$ cat config.mk
export PLATFORM = sky130hd
export DESIGN_NAME = uart_rx
export DESIGN_NICKNAME = d
export VERILOG_FILES = /design/src/rtl/uart_rx_pkg.sv /design/src/rtl/uart_rx_sync.sv /design/src/rtl/uart_rx.sv
export SDC_FILE = /design/constraint.sdc
export NUM_CORES = 1
export LEC_CHECK = 0
export ABC_CLOCK_PERIOD_IN_PS = 2000
export CAP_MARGIN = 20
export CORE_MARGIN = 4
export CORE_UTILIZATION = 50
export CTS_CLUSTER_DIAMETER = 100
export CTS_CLUSTER_SIZE = 30
export DETAILED_ROUTE_END_ITERATION = 6
export DONT_BUFFER_PORTS = 1
export GPL_ROUTABILITY_DRIVEN = 0
export GPL_TIMING_DRIVEN = 0
export PLACE_DENSITY = 0.68
export SYNTH_ARGS = -nofsm -noshare
export SYNTH_HDL_FRONTEND = slang
export SYNTH_SLANG_ARGS = --single-unit
$ cat constraint.sdc
create_clock -name clk_i -period 2 [get_ports clk_i]
set_clock_uncertainty 0.2 [all_clocks]
set_input_delay 0.2 -clock clk_i [delete_from_list [all_inputs] [get_ports clk_i]]
set_output_delay 0.2 -clock clk_i [all_outputs]
set_load 0.005 [all_outputs]
$ cat src/rtl/uart_rx_pkg.sv
`default_nettype none
// ============================================================================
//  Module      : uart_rx_pkg
//  Description : Shared UART definitions. Provides the frame width, the
//                default baud divisor and the receiver state encoding.
//                No ports; imported by uart_rx.
//  Revision    : 1.0  initial release
// ============================================================================
package uart_rx_pkg;

    // Payload bits per frame (8N1)
    localparam int DATA_BITS        = 8;

    // Default clock cycles per bit period
    localparam int CLKS_PER_BIT_DEF = 104;

    typedef enum logic [2:0] {
        ST_IDLE    = 3'd0,
        ST_START   = 3'd1,
        ST_DATA    = 3'd2,
        ST_STOP    = 3'd3,
        ST_WAIT_HI = 3'd4
    } rx_state_e;

endpackage : uart_rx_pkg
`default_nettype wire

$ cat src/rtl/uart_rx_sync.sv
`default_nettype none
// ============================================================================
//  Module      : uart_rx_sync
//  Description : Two-flop synchroniser for a single asynchronous input.
//                Both flops reset to 1 so an idle-high line does not look
//                like an edge when reset is released.
//  Ports       : clk_i    system clock
//                rst_ni   asynchronous active-low reset
//                async_i  asynchronous input
//                sync_o   synchronised output (two cycles of latency)
//  Revision    : 1.0  initial release
// ============================================================================
module uart_rx_sync (
    input  logic clk_i,
    input  logic rst_ni,
    input  logic async_i,
    output logic sync_o
);

    logic meta_q;
    logic sync_q;

    always_ff @(posedge clk_i or negedge rst_ni) begin
        if (!rst_ni) begin
            meta_q <= 1'b1;
            sync_q <= 1'b1;
        end else begin
            meta_q <= async_i;
            sync_q <= meta_q;
        end
    end

    assign sync_o = sync_q;

endmodule : uart_rx_sync
`default_nettype wire

$ cat src/rtl/uart_rx.sv
`default_nettype none
// ============================================================================
//  Module      : uart_rx
//  Description : 8N1 UART receiver with a one-entry holding register and a
//                valid/ready handshake. Reports framing errors and overruns
//                as single-cycle pulses.
//  Ports       : clk_i         system clock, rising edge
//                rst_ni        asynchronous active-low reset
//                rx_i          serial line (asynchronous, idles high)
//                data_o        received byte (holding register)
//                data_valid_o  holding register full
//                data_ready_i  consumer accepts when valid && ready
//                busy_o        frame in progress
//                frame_err_o   1-cycle pulse: stop bit sampled low
//                overrun_o     1-cycle pulse: byte dropped, holding reg full
//  Revision    : 1.0  initial release
// ============================================================================
module uart_rx
    import uart_rx_pkg::*;
#(
    parameter int CLKS_PER_BIT = CLKS_PER_BIT_DEF
) (
    input  logic                 clk_i,
    input  logic                 rst_ni,
    input  logic                 rx_i,
    output logic [DATA_BITS-1:0] data_o,
    output logic                 data_valid_o,
    input  logic                 data_ready_i,
    output logic                 busy_o,
    output logic                 frame_err_o,
    output logic                 overrun_o
);

    localparam int CW = $clog2(CLKS_PER_BIT);
    localparam int IW = $clog2(DATA_BITS);

    localparam logic [CW-1:0] c_CNT_FULL = CW'(CLKS_PER_BIT - 1);
    localparam logic [CW-1:0] c_CNT_HALF = CW'(CLKS_PER_BIT / 2 - 1);
    localparam logic [IW-1:0] c_IDX_LAST = IW'(DATA_BITS - 1);

    // ------------------------------------------------------------------
    // Line synchroniser
    // ------------------------------------------------------------------
    logic w_rx_s;

    uart_rx_sync u_sync (
        .clk_i   (clk_i),
        .rst_ni  (rst_ni),
        .async_i (rx_i),
        .sync_o  (w_rx_s)
    );

    // ------------------------------------------------------------------
    // Frame FSM, baud counter, bit index and shift register
    // ------------------------------------------------------------------
    rx_state_e            state_q, state_d;
    logic [CW-1:0]        cnt_q,   cnt_d;
    logic [IW-1:0]        idx_q,   idx_d;
    logic [DATA_BITS-1:0] shift_q, shift_d;
    logic                 w_deliver;
    logic                 w_ferr;

    always_ff @(posedge clk_i or negedge rst_ni) begin
        if (!rst_ni) begin
            state_q <= ST_IDLE;
            cnt_q   <= '0;
            idx_q   <= '0;
            shift_q <= '0;
        end else begin
            state_q <= state_d;
            cnt_q   <= cnt_d;
            idx_q   <= idx_d;
            shift_q <= shift_d;
        end
    end

    always_comb begin
        state_d   = state_q;
        cnt_d     = cnt_q + CW'(1);
        idx_d     = idx_q;
        shift_d   = shift_q;
        w_deliver = 1'b0;
        w_ferr    = 1'b0;

        case (state_q)
            ST_IDLE: begin
                cnt_d = '0;
                if (!w_rx_s) begin
                    state_d = ST_START;
                end
            end

            // Re-check the start bit at its midpoint; a high level here is
            // a line glitch and is dropped silently.
            ST_START: begin
                if (cnt_q == c_CNT_HALF) begin
                    cnt_d = '0;
                    idx_d = '0;
                    state_d = w_rx_s ? ST_IDLE : ST_DATA;
                end
            end

            // Counting a full bit period from mid-start lands on mid-bit.
            // LSB arrives first, so shift in from the top.
            ST_DATA: begin
                if (cnt_q == c_CNT_FULL) begin
                    cnt_d   = '0;
                    shift_d = {w_rx_s, shift_q[DATA_BITS-1:1]};
                    idx_d   = idx_q + IW'(1);
                    if (idx_q == c_IDX_LAST) begin
                        state_d = ST_STOP;
                    end
                end
            end

            // Returning to IDLE at mid-stop lets a back-to-back start edge
            // be caught at the end of this stop bit.
            ST_STOP: begin
                if (cnt_q == c_CNT_FULL) begin
                    cnt_d = '0;
                    if (w_rx_s) begin
                        w_deliver = 1'b1;
                        state_d   = ST_IDLE;
                    end else begin
                        w_ferr  = 1'b1;
                        state_d = ST_WAIT_HI;
                    end
                end
            end

            // A break or stuck-low line must not be seen as new start bits.
            ST_WAIT_HI: begin
                cnt_d = '0;
                if (w_rx_s) begin
                    state_d = ST_IDLE;
                end
            end

            default: begin
                cnt_d   = '0;
                state_d = ST_IDLE;
            end
        endcase
    end

    // ------------------------------------------------------------------
    // Holding register and status flags
    // ------------------------------------------------------------------
    logic [DATA_BITS-1:0] data_q;
    logic                 valid_q;
    logic                 frame_err_q;
    logic                 overrun_q;

    always_ff @(posedge clk_i or negedge rst_ni) begin
        if (!rst_ni) begin
            data_q      <= '0;
            valid_q     <= 1'b0;
            frame_err_q <= 1'b0;
            overrun_q   <= 1'b0;
        end else begin
            frame_err_q <= w_ferr;
            overrun_q   <= 1'b0;
            if (w_deliver) begin
                // Free slot, or the old byte leaves this same cycle.
                if (!valid_q || data_ready_i) begin
                    data_q  <= shift_q;
                    valid_q <= 1'b1;
                end else begin
                    overrun_q <= 1'b1;
                end
            end else if (valid_q && data_ready_i) begin
                valid_q <= 1'b0;
            end
        end
    end

    assign data_o       = data_q;
    assign data_valid_o = valid_q;
    assign busy_o       = (state_q != ST_IDLE);
    assign frame_err_o  = frame_err_q;
    assign overrun_o    = overrun_q;

endmodule : uart_rx
`default_nettype wire

==> out/qor.txt, run 1 <==
Final-stage net count: 140
Total gr overflow: 0
CP cell instances: ha_4 -> nand3_2 -> or2_4 -> nor3_4 -> buf_12 -> mux2_2
Core area: 2780 µm²
Crit. End Element: register
Setup Total Neg Slack: 0 ns
Power share of the sequential group: 0.504
# H-tree levels: 2
FF-to-FF setup slack: 0.08 ns
CP max FO: 8
Commonest non-fill, non-tap cell in the layout: dfrtp_1
Post-Syn Area: 1470 µm²
Power share of the clock group: 0.480
Die width: 62.2 µm
Maximum vdd drop: 0.782 mV
Initial antenna violation count: 0
Die Area: 3870 µm²
Worst-Margin Slew: 0.443 ns
Seq cells post-synth: 34
Leak Pwr: 0.813 nW
Clk_lat worst skew: 0.34 ns
Post-Syn Area per Cell: 12.7 µm²
First-pass GRT wire length: 4480 µm
Largest net degree at the start of global routing: 35
R2R depth: 6
Status: completed
CP max stage cell: dfrtp_1
CTS tree: yes
Switching Fraction: 0.183
Setup violators final: 0
Most frequent cells in the layout: dfrtp_1, mux2_2, nor3_1
Via Count: 937
Slew Viols, Final: 0
CTS sink count: 34
Rel. slew slack: 0.704
PwrDens: 773 nW/µm²
Peak Freq: 0.520 GHz
Clock buffer depth: 2
Vias in the first global route: 979
Total Routing Usage GR: 0.142
Synth-to-Final Area Change: 20.9%
Part of the cycle the worst path needs: 0.962
Fin crit period: 1.92 ns
Row Count: 19
Maxcap violations: 0
P_int: 1.12 mW
CP required: 2.03 ns
Setup CP Type: reg -> reg
Final Hold Vio Count: 0
DR vias/cell: 5.68
Post-synthesis sequential area ratio: 0.580
Worst hold slack: 0.0845 ns
Startpoint Class: register
DRC viols: 0
Wire length per cell: 15.0 µm
Share of cells above drive strength 1: 0.351
Inserted Diodes: 0
Num CTS Buffers: 5
Worst Path Arrival: 1.96 ns
IO buf count: 0
Cells after Synth: 116
Initial Util: 0.529
Yosys cell types: 31
Worst r2r dst: shift_q[3]
Warnings from Yosys: 0
Logic pwr share: 0.016
Routed Antenna Nets: 0
Delay of the slowest cell on the worst path: 0.40 ns
DRT Pass-1 Iters: 4
Starting DRT DRC Count: 28
Post-DP HPWL: 1640 µm
FF-to-FF Start: cnt_q[1]
# IOs: 16
Mapped Nets: 123
Final wirelength: 2470 µm
Root Buffer: clkbuf_4
Hold Path Class: in -> async
Psw: 0.252 mW
Clock-pin slew on the worst setup and hold paths: 0.11 ns
Die Y-Extent: 62.2 µm
sequential cells by signal (all words and copies together) (netlist names):
signal / cells
cnt_q: 7
data_o: 8
data_valid_o: 1
frame_err_o: 1
idx_q: 3
overrun_o: 1
shift_q: 8
state_q: 3
u_sync.meta_q: 1
u_sync.sync_o: 1
cell type report:
cell class	instances	area, µm²
Fill cell	214	1000
Sequential cell	34	856
Multi-Input combinational cell	76	626
Timing Repair Buffer	11	115
Clock inverter	2	60.1
Clock buffer	6	51.3
Tap cell	31	38.8
Buffer	4	27.5
Inverter	1	3.75
per-layer routing:
layer / GRT usage / part of all wire / wire (µm) / up-vias
met5: 0 / 0 / 0 / -
met4: 0.0569 / 0.010 / 25 / 0
met3: 0.0360 / 0.056 / 138 / 4
met2: 0.228 / 0.48 / 1190 / 19
met1: 0.181 / 0.45 / 1120 / 463
li1: - / - / - / 451
logic make-up after synthesis:
family,synth area share
mux,0.129
fa+ha+maj,0.0255
compound gates,0.0647
flops,0.580
xor+xnor,0.0298
buf+inv,0.0187
simple gates,0.152
what timing repair did:
| item | in CTS | in global routing |
|---|---|---|
| resized for setup | 6 | 8 |
| setup endpoints to repair | 16 | 22 |
| hold endpoints to repair | 37 | 0 |
| hold buffers | 4 | 0 |
| pin swaps | 1 | 4 |
| buffers inserted | 3 | 4 |
power groups by stage:
stage | Sequential, mW | Combinational [mW] | Clock, mW
after floorplan | 0.706 | 0.00124 | 0
after global placement | 0.706 | 0.00128 | 0
after detailed placement | 0.706 | 0.00136 | 0
after CTS | 0.693 | 0.0241 | 0.669
after global routing | 0.693 | 0.0267 | 0.712
final | 0.693 | 0.0226 | 0.660
synth_stat cells:
master | count | share of area
xnor2_1 | 2 | 0.012
or2_2 | 1 | 0.0043
nor2_1 | 6 | 0.015
nor3_1 | 10 | 0.034
dfstp_2 | 2 | 0.036
a211oi_1 | 1 | 0.0051
and3_1 | 3 | 0.013
xor2_1 | 3 | 0.018
or3_1 | 2 | 0.0085
nand3b_1 | 1 | 0.0051
dfrtp_1 | 32 | 0.54
mux2_2 | 16 | 0.12
o21ai_0 | 1 | 0.0034
nor3b_1 | 1 | 0.0051
ha_1 | 3 | 0.026
a21o_1 | 1 | 0.0051
clkbuf_1 | 1 | 0.0026
nand4bb_4 | 1 | 0.019
or2_1 | 1 | 0.0043
nand3_1 | 4 | 0.014
mux2i_1 | 1 | 0.0068
nand2b_1 | 2 | 0.0085
inv_1 | 1 | 0.0026
clkbuf_2 | 1 | 0.0034
a22oi_1 | 3 | 0.015
buf_2 | 3 | 0.010
a31oi_1 | 1 | 0.0043
o2bb2ai_1 | 3 | 0.018
nand2_1 | 4 | 0.010
nor3_4 | 1 | 0.011
a21oi_1 | 4 | 0.014
critical path, delay by kind of cell (launching register included):
kind | cells | cell delay [ns]
and+or+nand+nor | 3 | 0.58
DFF | 1 | 0.40
muxes | 1 | 0.33
adders and majority gates | 1 | 0.18
buffers and inverters | 1 | 0.15
worst max-delay path by stage:
| stage | end | startpoint | depth (start not counted) |
|---|---|---|---|
| after floorplan | shift_q[0] | cnt_q[3] | 5 |
| after global placement | shift_q[5] | cnt_q[0] | 6 |
| after detailed placement | shift_q[5] | cnt_q[0] | 6 |
| after CTS | data_o[4] | cnt_q[3] | 5 |
| after global routing | data_o[0] | cnt_q[1] | 6 |
| final | shift_q[3] | cnt_q[1] | 6 |
metrics by stage:
stage / power [mW] / worst slack (ns) / std cells / util / instance area, µm²
detailed placement: 0.708 / -0.185 / 147 / 0.543 / 1510
floorplan: 0.707 / 0.0123 / 116 / - / 1470
global route: 1.43 / -0.00257 / 165 / 0.639 / 1780
finish: 1.37 / 0.0766 / 165 / 0.639 / 1780
CTS: 1.39 / 0.0225 / 161 / 0.621 / 1730
global placement: 0.708 / -0.175 / 147 / 0.543 / 1510
Note: power is estimated with default switching activity, not from simulation.
==> run 2: changes to the inputs <==
- GPL_TIMING_DRIVEN: 0 -> 1
==> out/qor.txt, run 2 (synthesized netlist as in run 1, its figures left out) <==
Status: completed
CTS sink count: 34 (unchanged)
DRC viols: 0 (unchanged)
Post-DP HPWL: 1860 µm (+13%)
Die Y-Extent: 62.2 µm (unchanged)
CTS tree: yes
Fillers: 219 (+2.3%)
IO buf count: 0 (unchanged)
Hold Path Class: in -> async
Setup CP Type: reg -> reg
Wire length per cell: 16.0 µm (+6.9%)
Setup Total Neg Slack: 0 ns (unchanged)
Met1 Usage GRT: 0.196 (+0.0152)
# H-tree levels: 2 (unchanged)
Rel. slew slack: 0.754 (+0.0493)
Clock-pin slew on the worst setup and hold paths: 0.11 ns (about the same)
Worst r2r dst: shift_q[6]
PwrDens: 695 nW/µm² (-10%)
Leak Pwr: 0.805 nW (-1.0%)
Clock buffer depth: 2 (unchanged)
Fin crit period: 1.90 ns (-0.0250 ns)
Initial Util: 0.529 (unchanged)
Delay of the slowest cell on the worst path: 0.37 ns (-0.03 ns)
Slew Viols, Final: 0 (unchanged)
CP required: 2.01 ns (-0.02 ns)
FF-to-FF Start: cnt_q[0]
CP Buf/Inv Count: 1 (unchanged)
Core area: 2780 µm² (unchanged)
Share of cells above drive strength 1: 0.313 (-0.0373)
Most frequent cells in the layout: dfrtp_1, mux2_2, buf_4
First-pass GRT wire length: 4780 µm (+6.8%)
CP max FO: 8 (unchanged)
DR vias/cell: 5.75 (+1.2%)
Startpoint Class: register
GR peak layer: met2
Final-stage net count: 140 (unchanged)
RSZ-0062 raised after global routing: false
Seq. cell area: 853 µm² (-0.29%)
Vias in the first global route: 1013 (+3.5%)
Final setup margin: 0.102 ns (+0.0250 ns)
Peak Freq: 0.527 GHz (+1.3%)
Starting DRT DRC Count: 38 (+36%)
Root Buffer: clkbuf_4
Clk_lat worst skew: 0.33 ns (about the same)
# IOs: 16 (unchanged)
Largest net degree at the start of global routing: 35 (unchanged)
Final Hold Vio Count: 0 (unchanged)
R2R depth: 6 (unchanged)
Via Count: 948 (+1.2%)
Inserted Diodes: 0 (unchanged)
Synth-to-Final Area Change: 16.9%
Die width: 62.2 µm (unchanged)
Multi-input logic area: 602 µm² (-3.8%)
Commonest non-fill, non-tap cell in the layout: dfrtp_1
Worst-Margin Slew: 0.367 ns (-0.0768 ns)
Part of the cycle the worst path needs: 0.949 (-0.0125)
GR Layer Usage met2: 0.234 (+0.00648)
Row Count: 19 (unchanged)
Num CTS Buffers: 5 (unchanged)
FF-to-FF setup slack: 0.10 ns (+0.02 ns)
Crit. End Element: register
Final wirelength: 2640 µm (+6.9%)
Total gr overflow: 0 (unchanged)
Worst Path Arrival: 1.91 ns (-0.05 ns)
GRT met3 Usage: 0.0541 (+0.0180)
CP cell instances: ha_1 -> nand3_2 -> or2_4 -> nor3_4 -> buf_12 -> mux2_2
Initial antenna violation count: 0 (unchanged)
Setup violators final: 0 (unchanged)
Routed Antenna Nets: 0 (unchanged)
CP max stage cell: dfrtp_1
Pre-CTS setup slack: 0.0725 ns (+0.257 ns)
Total Routing Usage GR: 0.153 (+0.0115)
Die Area: 3870 µm² (unchanged)
Maxcap violations: 0 (unchanged)
Maximum vdd drop: 0.622 mV (-20%)
DRT Pass-1 Iters: 4 (unchanged)
CP delay by family, top: simple AND/OR/NAND/NOR gates
==> run 2: cell count changes in the layout (fill, tap and decap cells not counted), sizes merged <==
cell / before / now
buf: 10 / 12
bufinv: 2 / 1
clkbuf: 8 / 7
==> run 2: layout make-up <==
class / instances / area share
Timing Repair Buffer: 15 / 0.0845
Clock inverter: 1 / 0.0175
Sequential cell: 34 / 0.497
Tap cell: 31 / 0.0226
Multi-Input combinational cell: 76 / 0.350
Inverter: 1 / 0.00218
Clock buffer: 7 / 0.0262
==> run 2: worst max-delay path by stage <==
stage,start,end,slack (ns),cells after the start
4_1_cts,cnt_q[3],data_o[5],0.06,5
2_1_floorplan,cnt_q[3],shift_q[0],0.01,5
3_5_place_dp,cnt_q[0],data_o[5],0.07,6
3_3_place_gp,cnt_q[0],shift_q[6],0.12,6
5_1_grt,cnt_q[0],shift_q[5],0.01,6
6_report,cnt_q[0],shift_q[6],0.10,6
==> run 2: worst reg2reg max path, delay by kind of cell (launching register included) <==
kind / cells / cell delay (ns)
adder cells (fa/ha/maj): 1 / 0.21
buffers and inverters: 1 / 0.15
AND/OR/NAND/NOR: 3 / 0.54
multiplexers: 1 / 0.32
flip-flops: 1 / 0.37
==> run 2: metrics by stage <==
step	utilization	total power, mW	instances	hold WS [ns]	cell area [µm²]
detailed placement	0.568	0.709	153	-0.295	1580
global placement	0.568	0.708	153	-0.295	1580
CTS	0.613	1.22	165	0.0965	1710
floorplan	-	0.707	116	-0.296	1470
finish	0.618	1.19	165	0.100	1720
global route	0.618	1.25	165	0.101	1720
==> run 2: per-layer routing <==
layer | wire [µm] | vias to the layer above
met1 | 1210 | 475
li1 | - | 447
met4 | 11 | 0
met3 | 114 | 2
met5 | 0 | -
met2 | 1300 | 24
==> run 2: timing repair <==
action                     4_1_cts  5_1_grt
setup endpoints to repair        0       16
gates resized for setup          0        3
hold buffers                     4        0
setup buffers                    0        0
hold endpoints to repair        37        0
==> run 2: power breakdown <==
part,internal (mW),switching [mW]
Clock,0.265,0.212
Sequential,0.691,0.00270
Combinational,0.00873,0.0142
Total,0.965,0.229
==> run 3: changes to the inputs <==
- CORE_ASPECT_RATIO: not set -> 0.7
- SETUP_SLACK_MARGIN: not set -> 0.02
==> out/qor.txt, run 3 (synthesized netlist as in run 1, its figures left out) <==
Status: completed
Root Buffer: clkbuf_8
Design area: 1790 µm² (+4.4%)
Setup CP Type: reg -> reg
Slew Viols, Final: 0 (unchanged)
Clock buffer depth: 2 (unchanged)
DRC viols: 0 (unchanged)
FF-to-FF setup slack: 0.12 ns (+0.02 ns)
Clk_lat worst skew: 0.29 ns (-0.04 ns)
First-pass GRT wire length: 4690 µm (-1.9%)
CP required: 1.97 ns (-0.04 ns)
Worst r2r dst: data_o[1]
RSZ-0062 raised after global routing: false
Fin crit period: 1.88 ns (-0.0225 ns)
Delay of the slowest cell on the worst path: 0.38 ns (about the same)
Most frequent cells in the layout: dfrtp_1, mux2_2, buf_4
Largest net degree at the start of global routing: 35 (unchanged)
Crit. End Element: register
Worst-Margin Slew: 0.371 ns (+0.00397 ns)
Routed Antenna Nets: 0 (unchanged)
Part of the cycle the worst path needs: 0.938 (-0.0113)
Share of cells above drive strength 1: 0.348 (+0.0344)
Die Area: 3890 µm² (+0.35%)
Commonest non-fill, non-tap cell in the layout: dfrtp_1
Rel. slew slack: 0.751 (-0.00267)
DRT Pass-1 Iters: 4 (unchanged)
Peak Freq: 0.533 GHz (+1.2%)
Final setup margin: 0.124 ns (+0.0225 ns)
PwrDens: 741 nW/µm² (+6.7%)
Via Count: 956 (+0.84%)
Pre-CTS setup slack: -0.0240 ns (-0.0964 ns)
Row Count: 16 (-3)
Die Y-Extent: 53.4 µm (-14%)
DR vias/cell: 5.49 (-4.4%)
Clock-pin slew on the worst setup and hold paths: 0.07 ns (-0.04 ns)
Maxcap violations: 0 (unchanged)
Setup violators final: 0 (unchanged)
Core area: 2800 µm² (+0.76%)
Vias in the first global route: 953 (-5.9%)
CP max stage cell: dfrtp_1
Final wirelength: 2870 µm (+8.5%)
Final-stage net count: 144 (+2.9%)
Num CTS Buffers: 5 (unchanged)
Inserted Diodes: 0 (unchanged)
Worst Path Arrival: 1.85 ns (-0.06 ns)
Fillers: 226 (+3.2%)
Post-DP HPWL: 2010 µm (+8.4%)
Total Routing Usage GR: 0.169 (+0.0157)
Leak Pwr: 0.841 nW (+4.4%)
# IOs: 16 (unchanged)
R2R depth: 5 (-1)
Wire length per cell: 16.5 µm (+2.9%)
CP max FO: 8 (unchanged)
Die width: 72.8 µm (+17%)
Initial Util: 0.525 (-0.00401)
IO buf count: 0 (unchanged)
Startpoint Class: register
Hold Path Class: in -> async
# H-tree levels: 2 (unchanged)
Final Hold Vio Count: 0 (unchanged)
Total gr overflow: 0 (unchanged)
CTS tree: yes
Synth-to-Final Area Change: 22.0%
Maximum vdd drop: 0.502 mV (-19%)
CTS sink count: 34 (unchanged)
Starting DRT DRC Count: 68 (+79%)
Initial antenna violation count: 0 (unchanged)
Setup Total Neg Slack: 0 ns (unchanged)
FF-to-FF Start: cnt_q[3]
CP cell instances: nand4bb_4 -> nor3_1 -> and3_1 -> buf_12 -> mux2_2
Post-placement cell area: 1590 µm² (+0.87%)
==> run 3: changes by cell type in the layout (fill, tap and decap cells not counted), sizes merged <==
cell / before / now
buf: 12 / 16
clkinv: 0 / 2
clkbuf: 7 / 5
==> run 3: worst max-delay path by stage <==
| stage | startpoint | endpoint | slack [ns] | depth (start not counted) |
|---|---|---|---|---|
| after floorplan | cnt_q[3] | shift_q[0] | 0.01 | 5 |
| after global placement | cnt_q[0] | shift_q[2] | 0.03 | 5 |
| after detailed placement | cnt_q[0] | shift_q[0] | -0.02 | 5 |
| after CTS | cnt_q[0] | shift_q[6] | 0.05 | 6 |
| after global routing | cnt_q[3] | data_o[1] | 0.04 | 5 |
| final | cnt_q[3] | data_o[1] | 0.12 | 5 |
==> run 3: area by class of cell <==
cell class,count,area [µm²],area share
Clock inverter,3,40.0,0.0223
Multi-Input combinational cell,76,599,0.334
Clock buffer,5,68.8,0.0384
Inverter,1,3.75,0.00209
Timing Repair Buffer,19,183,0.102
Tap cell,36,45.0,0.0251
Sequential cell,34,853,0.476
==> run 3: critical path, delay by kind of cell, from the launching register on <==
kind                   cells  cell delay (ns)
and+or+nand+nor            3             0.70
DFF                        1             0.38
muxes                      1             0.34
buffers and inverters      1             0.13
==> run 3: where the power goes <==
| group | leakage (nW) | switching, mW | internal, mW |
|---|---|---|---|
| registers | 0.453 | 0.00228 | 0.691 |
| logic | 0.330 | 0.0144 | 0.00872 |
| clock network | 0.0579 | 0.246 | 0.366 |
| total | 0.841 | 0.263 | 1.07 |
==> run 3: per-stage QoR <==
stage,power [mW],std cells,hold slack (ns),utilization
CTS,1.35,173,0.157,0.631
global route,1.38,174,0.161,0.640
detailed placement,0.708,159,-0.295,0.569
finish,1.33,174,0.156,0.640
global placement,0.708,159,-0.295,0.569
floorplan,0.707,116,-0.296,-
==> run 3: metal layers <==
layer / GRT usage / part of all wire / vias to the layer above / wire [µm]
li1: - / - / 458 / -
met1: 0.234 / 0.49 / 462 / 1420
met2: 0.228 / 0.41 / 30 / 1190
met3: 0.0588 / 0.067 / 6 / 191
met4: 0.0920 / 0.024 / 0 / 69
met5: 0 / 0 / - / 0
==> run 3: repair_timing <==
item	in CTS	in global routing
setup buffers	2	1
gates cloned	0	0
pin swaps	1	1
gates resized for setup	0	5
hold buffers	4	0
endpoints found under the hold margin	37	0
setup endpoints to repair	8	16
